`src/rtl/prbs_seq_ctrl.sv`:
```
// Sequencing controller for a PRBS9 generator pair: reseeds, paces symbol
// strobes at OS_FACTOR clocks per symbol, and runs continuous or burst/gap patterns.
module prbs_seq_ctrl #(
  parameter int OS_FACTOR = 4,
  parameter int CNT_W     = 16
) (
  input  logic             clock,
  input  logic             i_reset_n,
  input  logic             i_start,
  input  logic             i_stop,
  input  logic             i_mode,
  input  logic [CNT_W-1:0] i_burst_len,
  input  logic [CNT_W-1:0] i_gap_len,
  input  logic             i_ready,
  output logic             o_prbs_reset,
  output logic             o_enable,
  output logic             o_valid,
  output logic             o_busy,
  output logic             o_period,
  output logic [CNT_W-1:0] o_sym_count,
  output logic [1:0]       o_state
);

  localparam int              PH_W    = $clog2(OS_FACTOR);
  localparam logic [PH_W-1:0] PH_LAST = PH_W'(OS_FACTOR - 1);
  localparam logic [8:0]      PER_LAST = 9'd510;

  typedef enum logic [1:0] {
    IDLE = 2'd0,
    SEED = 2'd1,
    RUN  = 2'd2,
    GAP  = 2'd3
  } state_e;

  state_e           state_q, state_d;
  logic [PH_W-1:0]  phase_q, phase_d;
  logic [CNT_W-1:0] burst_cnt_q, burst_cnt_d;
  logic [CNT_W-1:0] gap_cnt_q, gap_cnt_d;
  logic [8:0]       period_q, period_d;
  logic [CNT_W-1:0] sym_count_q, sym_count_d;
  logic             mode_q, mode_d;
  logic [CNT_W-1:0] burst_len_q, burst_len_d;
  logic [CNT_W-1:0] gap_len_q, gap_len_d;
  logic             prbs_reset_q, prbs_reset_d;
  logic             enable_q, enable_d;
  logic             busy_q, busy_d;

  logic sym_fire;
  logic phase_last;
  logic burst_done;
  logic gap_done;

  assign phase_last = (phase_q == PH_LAST);
  assign sym_fire   = (state_q == RUN) && phase_last && i_ready && !i_stop;
  // burst_len_q is never 0 (a zero request is latched as 1)
  assign burst_done = mode_q && (burst_cnt_q == burst_len_q - CNT_W'(1));
  assign gap_done   = phase_last && (gap_cnt_q == gap_len_q - CNT_W'(1));

  always_comb begin
    state_d     = state_q;
    phase_d     = phase_q;
    burst_cnt_d = burst_cnt_q;
    gap_cnt_d   = gap_cnt_q;
    period_d    = period_q;
    sym_count_d = sym_count_q;
    mode_d      = mode_q;
    burst_len_d = burst_len_q;
    gap_len_d   = gap_len_q;

    case (state_q)
      IDLE: begin
        if (i_start && !i_stop) state_d = SEED;
      end

      SEED: begin
        if (i_stop) begin
          state_d = IDLE;
        end else begin
          state_d     = RUN;
          mode_d      = i_mode;
          burst_len_d = (i_burst_len == '0) ? CNT_W'(1) : i_burst_len;
          gap_len_d   = i_gap_len;
          phase_d     = '0;
          burst_cnt_d = '0;
          gap_cnt_d   = '0;
          period_d    = '0;
          sym_count_d = '0;
        end
      end

      RUN: begin
        if (i_stop) begin
          state_d = IDLE;
        end else if (i_ready) begin
          if (phase_last) begin
            phase_d     = '0;
            sym_count_d = sym_count_q + CNT_W'(1);
            burst_cnt_d = burst_cnt_q + CNT_W'(1);
            period_d    = (period_q == PER_LAST) ? 9'd0 : period_q + 9'd1;
            if (burst_done) begin
              burst_cnt_d = '0;
              gap_cnt_d   = '0;
              if (gap_len_q != '0) state_d = GAP;
            end
          end else begin
            phase_d = phase_q + PH_W'(1);
          end
        end
      end

      GAP: begin
        // Gap timing is free-running: downstream back-pressure does not stretch it
        if (i_stop) begin
          state_d = IDLE;
        end else begin
          phase_d = phase_last ? '0 : phase_q + PH_W'(1);
          if (gap_done) begin
            state_d     = RUN;
            gap_cnt_d   = '0;
            burst_cnt_d = '0;
          end else if (phase_last) begin
            gap_cnt_d = gap_cnt_q + CNT_W'(1);
          end
        end
      end

      default: state_d = IDLE;
    endcase

    prbs_reset_d = (state_d == SEED);
    enable_d     = (state_d == RUN);
    busy_d       = (state_d != IDLE);
  end

  always_ff @(posedge clock or negedge i_reset_n) begin
    if (!i_reset_n) begin
      state_q      <= IDLE;
      phase_q      <= '0;
      burst_cnt_q  <= '0;
      gap_cnt_q    <= '0;
      period_q     <= '0;
      sym_count_q  <= '0;
      mode_q       <= 1'b0;
      burst_len_q  <= CNT_W'(1);
      gap_len_q    <= '0;
      prbs_reset_q <= 1'b0;
      enable_q     <= 1'b0;
      busy_q       <= 1'b0;
    end else begin
      state_q      <= state_d;
      phase_q      <= phase_d;
      burst_cnt_q  <= burst_cnt_d;
      gap_cnt_q    <= gap_cnt_d;
      period_q     <= period_d;
      sym_count_q  <= sym_count_d;
      mode_q       <= mode_d;
      burst_len_q  <= burst_len_d;
      gap_len_q    <= gap_len_d;
      prbs_reset_q <= prbs_reset_d;
      enable_q     <= enable_d;
      busy_q       <= busy_d;
    end
  end

  assign o_prbs_reset = prbs_reset_q;
  assign o_enable     = enable_q;
  assign o_busy       = busy_q;
  assign o_valid      = sym_fire;
  assign o_period     = sym_fire && (period_q == PER_LAST);
  assign o_sym_count  = sym_count_q;
  assign o_state      = state_q;

endmodule

```
`config.mk`:
```
export PLATFORM = sky130hd
export DESIGN_NAME = prbs_seq_ctrl
export DESIGN_NICKNAME = d
export VERILOG_FILES = /design/src/rtl/prbs_seq_ctrl.sv
export SDC_FILE = /design/constraint.sdc
export NUM_CORES = 1
export LEC_CHECK = 0
export BUFFER_PORTS_ARGS = -buffer_cell sky130_fd_sc_hd__buf_2
export CORE_MARGIN = 10
export CORE_UTILIZATION = 64
export DETAILED_ROUTE_END_ITERATION = 10
export PLACE_DENSITY = 0.86
export SYNTH_ARGS = -nofsm -noshare
export SYNTH_HDL_FRONTEND = slang
export SYNTH_SLANG_ARGS = --single-unit
export TNS_END_PERCENT = 100
```
`constraint.sdc`:
```
create_clock -name clock -period 5.4 [get_ports clock]
set_input_delay 1.08 -clock clock [delete_from_list [all_inputs] [get_ports clock]]
set_output_delay 1.08 -clock clock [all_outputs]
set_load 0.005 [all_outputs]
```
==> metrics, run 1 <==
count of final setup violators=0; Syn-to-layout area delta=9.428%; worst-path fanout max=20; leading cell types in the layout, fill and taps excluded=dfrtp_1, buf_2, nor2_1; hold crit path type=register to register; sequential area share after synthesis=42.86%; power per cell area=323.6 nW/µm²; run status=completed; # resized after CTS=0; Mapped Cells=597; Setup Skew=0.01469 ns; Setup CP Type=register to register; largest net degree at the start of global routing=62; Synth top area share=42.39%; Post-synth top flop=dfrtp_1; final WL=13.33 mm; dpl cells=739; worst rel slew slack=44.13%; post-route ant nets=0; critical path cell sequence=or4_4 > nor3_1 > nor3_1 > a31oi_1 > a2111oi_4 > nor2_2 > nand2b_1 > o311ai_0; cell taking the most area after synthesis=dfrtp_1; number of synthesized flops with an enable pin=0; Buf+Inv Stages, Crit Path=0; Tmin final=3.859 ns; post-CTS setup buffers=0; Flop pwr share=50.2%; final core utilization=71.45%; CTS max path bufs=2; Vias=4788; ys async rst share=100.0%; CP Depth=8; commonest non-fill, non-tap cell in the layout=dfrtp_1; Unique masters post-synth=63; starting density of the core=65.30%; Startpoint Class=register; Worst Tran Pin Value=0.8380 ns; clk_lat worst skew=0.39 ns; H-tree depth=3; Clk pwr share=23.5%; post-route clock period utilization=71.46%; clock root buffer=clkbuf_8; arrival time worst endpoint=4.11 ns; fin cells=755; critical path's largest stage delay=0.61 ns; Post-DP HPWL=9.867 mm; initial DRC count=401; WP data required=5.65 ns; DRC Markers=0; GRT met2 Usage=32.16%; Psw=0.7103 mW; internal power=1.297 mW; Synth Register Bits=97; reg2reg path depth=8; share of cells above drive strength 1=18.70%; Row Count=34; main area contributors after synthesis=dfrtp_1, mux2_2, xor2_1; GRT met3 Usage=4.245%; drt via density=6.342; FMAX=259.1 MHz; Peak VDD IR=200.8 µV; Crit path max-delay family=simple AND/OR/NAND/NOR gates; r2r startpoint=burst_len_q[4]$_DFFE_PN0P_; Wirelength per Cell=17.66 µm; number of global-route vias before repair=4559; Syn Nets=643; RD Place Congestion=0.9033; CTS Buf Count=9; Critical Path Source=burst_len_q[4]$_DFFE_PN0P_; Ys Warns=0; layout net count=688; max-slew violations=0; core area=8678 µm²; most used cell, CP=nor3_1; max cap viols=0; Clock transition at path regs=0.11 ns; Die Wd=114.1 µm; final setup TNS=0 ns; Switching Fraction=35.39%; Static Leak=2.775 nW; Mapped Area=5667 µm²; hold path startpoint=phase_q[1]$_DFFE_PN0P_; Clock Sink Count=97; GRT Util Overall=20.66%; global-route wire length before repair=22.29 mm; I/O pin count=61; RSZ-0062 raised after global routing=false; DIE AREA=13020 µm²; grt ovf=0; CTS tree=built; DR pass1 iterations=5; Post-CTS Hold Fix Bufs=0; Die Height=114.1 µm; slowest library cell on the worst path=nor2_2; hold path cells=1; n_diodes=0; Top Usage Layer GRT=met2; Crit. End Element=register; filler instances=659; Mapped Avg Cell Area=9.492 µm²; Gate power share=26.3%; initial antenna violation count=0; Fin. Hold Viols=0; Port-buffer cells=60; GRT met1 Usage=28.11%
-- per-layer routing --
metal	vias to the layer above	wire, µm
met5	-	0
met4	0	201
met3	20	1056
met2	193	6144
met1	2316	5930
li1	2259	-
-- sequential cells by signal, indices dropped and copies added (netlist names), 2 cells and up --
name and cells:
burst_cnt_q 16, gap_cnt_q 16, gap_len_q 16, burst_len_q 16, o_state 2, phase_q 2, o_sym_count 16, period_q 9
-- Yosys cell counts (14+ instances only) --
library cell  count
nor3_1           22
nand3_1          23
inv_1            20
and3_1           16
clkbuf_1         28
mux2_2           31
o21ai_0          20
nand4_1          17
xnor2_1          28
nand2b_1         14
xor2_1           30
a21oi_1          27
nor2_1           48
dfrtp_1          96
nand2_1          40
-- logic make-up after synthesis --
group	share of synthesized area [%]
xor gates and xnor gates	9.362
AOI/OAI and AO/OA	12.87
adders and majority gates	1.766
buffers and inverters	3.577
DFF	42.86
muxes	6.690
and+or+nand+nor	22.87
-- path summary, 6_finish.rpt --
kind,end,slack [ns]
setup / recovery,burst_cnt_q[4]$_DFFE_PN0P_,1.54
hold / removal,phase_q[1]$_DFFE_PN0P_,0.52
setup reg to reg,burst_cnt_q[4]$_DFFE_PN0P_,1.54
hold reg to reg,phase_q[1]$_DFFE_PN0P_,0.52
max in group asynchronous,burst_len_q[12]$_DFFE_PN0P_,3.63
min in group asynchronous,period_q[8]$_DFFE_PN0P_,0.63
-- per-stage QoR --
step | area [µm²] | hold WS (ns) | total power [mW] | worst slack [ns]
after floorplan | 5667 | 0.4771 | 1.402 | 2.465
after global placement | 6012 | 0.4959 | 1.512 | 1.753
after detailed placement | 6012 | 0.4990 | 1.542 | 1.592
after CTS | 6201 | 0.5233 | 2.004 | 1.566
after global routing | 6201 | 0.5525 | 2.121 | 1.228
final | 6201 | 0.5218 | 2.007 | 1.541
-- area by class of cell --
| cell class | count | area, µm² | share of cell area (%) |
|---|---|---|---|
| flip-flops and latches | 97 | 2429 | 39.16 |
| multi-input cells | 450 | 3040 | 49.03 |
| clock inverters | 6 | 51.30 | 0.8273 |
| clock buffers | 10 | 137.6 | 2.220 |
| well taps | 108 | 135.1 | 2.179 |
| inverters | 20 | 75.07 | 1.211 |
| repair buffers | 64 | 332.8 | 5.367 |
-- power groups by stage --
stage | Combinational [mW] | Sequential [mW] | Clock (mW)
after floorplan | 0.459 | 0.944 | 0
after global placement | 0.504 | 1.01 | 0
after detailed placement | 0.527 | 1.02 | 0
after CTS | 0.529 | 1.00 | 0.473
after global routing | 0.590 | 1.03 | 0.503
final | 0.528 | 1.01 | 0.472
No activity file was read; power rests on OpenSTA's default activity.
==> inputs of run 2 (changes only) <==
- CORE_UTILIZATION: 64 -> 54
- PLACE_DENSITY: 0.86 -> 0.77
- clock period: 5.4 -> 3.1 ns (I/O delays scaled with it)
==> run 2 against run 1 <==
Net effect: clock-buffer cell count is 1 higher; via count fell by 0.42%; fmax is 25% higher; critical path type unchanged; final area up 6.1%; flip-flop and latch count did not move; wire length grew 3.9%; setup slack got worse by 1.5 ns.
==> metrics, run 2 (synthesis gave the netlist of run 1 again) <==
share of cells above drive strength 1=24.14%; count of final setup violators=0; number of global-route vias before repair=4654; met1 wire length=6.309 mm; Clock Sink Count=97; Vias=4768; hold crit path type=primary input to async pin; H-tree depth=3; worst-path fanout max=6; Fin Hold WS=0.2921 ns; I/O pin count=61; Wirelength per Cell=17.16 µm; DRC Markers=0; Crit. End Element=register; CTS max path bufs=2; Die Wd=122.4 µm; Syn-to-layout area delta=16.05%; Static Leak=2.951 nW; Port-buffer cells=60; Setup WS pre-CTS=-0.04930 ns; RD Place Congestion=0.8957; CTS tree=built; Met3 Wirelength=748 µm; dpl cell area=6210 µm²; FMAX=324.2 MHz; Worst Tran Pin Value=0.6818 ns; Peak VDD IR=264.6 µV; met2 WL post-DR=6.584 mm; overall power=3.744 mW; Setup Skew=0.007927 ns; clk_lat worst skew=0.37 ns; max-slew violations=0; Row Count=37; post-route clock period utilization=99.51%; DIE AREA=14990 µm²; Post-DP HPWL=10.18 mm; final core utilization=63.99%; DR pass1 iterations=4; Startpoint Class=register; GRT Util Overall=18.36%; Die Height=122.4 µm; Tmin final=3.085 ns; starting density of the core=55.14%; RSZ-0062 raised after global routing=true; final WL=13.85 mm; leading cell types in the layout, fill and taps excluded=dfrtp_1, buf_2, nor2_1; WP data required=3.39 ns; power per cell area=569.3 nW/µm²; final setup TNS=0 ns; Setup CP Type=register to register; run status=completed; worst rel slew slack=54.55%; arrival time worst endpoint=3.38 ns; post-route ant nets=0; Post-CTS Hold Fix Bufs=0; CTS Buf Count=9; layout net count=712; clock root buffer=clkbuf_8; largest net degree at the start of global routing=53; drt via density=5.908; Max Used Layer=met4; initial DRC count=388; commonest non-fill, non-tap cell in the layout=dfrtp_1; initial antenna violation count=0; Fin. Hold Viols=0; fin cells=807; setup ws final=0.01511 ns; Clock transition at path regs=0.09 ns; max cap viols=0; core area=10280 µm²; n_diodes=0; grt ovf=0; design area=6576 µm²; global-route wire length before repair=22.62 mm; dpl cells=787
## run 2: layout make-up
| class | count | area, µm² |
|---|---|---|
| clock buffers | 11 | 151.4 |
| well taps | 136 | 170.2 |
| fillers | 859 | 3701 |
| multi-input cells | 450 | 3127 |
| clock inverters | 5 | 77.57 |
| flip-flops and latches | 97 | 2430 |
| repair buffers | 88 | 545.5 |
| inverters | 20 | 75.07 |
## run 2: final timing paths
path	from	slack [ns]	cells after the start	endpoint
max	burst_len_q[1]$_DFFE_PN0P_	0.02	9	gap_cnt_q[8]$_DFFE_PN0P_
min	i_reset_n	0.29	1	o_prbs_reset$_DFF_PN0_
max reg2reg	burst_len_q[1]$_DFFE_PN0P_	0.02	9	gap_cnt_q[8]$_DFFE_PN0P_
min reg2reg	phase_q[1]$_DFFE_PN0P_	0.52	1	phase_q[1]$_DFFE_PN0P_
max in group asynchronous	i_reset_n	2.08	2	burst_len_q[0]$_DFFE_PN1P_
min in group clock	i_gap_len[6]	0.48	2	gap_len_q[6]$_DFFE_PN0P_
## run 2: timing repair
item,in CTS,in global routing
gates resized for setup,1,28
endpoints found under the setup margin,3,32
cloned,0,1
pin swaps,0,7
endpoints found under the hold margin,0,0
setup buffers,1,2
## run 2: layer usage
layer  vias up  GRT usage (%)
met4         0          6.112
met3        19          2.847
met5         -              0
met2       124          29.27
met1      2323          25.05
li1       2302              -
## run 2: power breakdown
part	internal, mW	switching, mW	total [mW]
sequential	1.46	0.261	1.72
clock	0.496	0.448	0.944
combinational	0.557	0.525	1.08
total	2.51	1.23	3.74
## run 2: critical path, cell delays in order, from the launching register on
cell and delay, ns:
dfrtp_1 0.41, inv_2 0.08, ha_4 0.13, or3b_4 0.40
or4_4 0.48, a31o_1 0.24, a2111oi_4 0.47, nor2_4 0.12
or4_4 0.54, a21oi_1 0.13
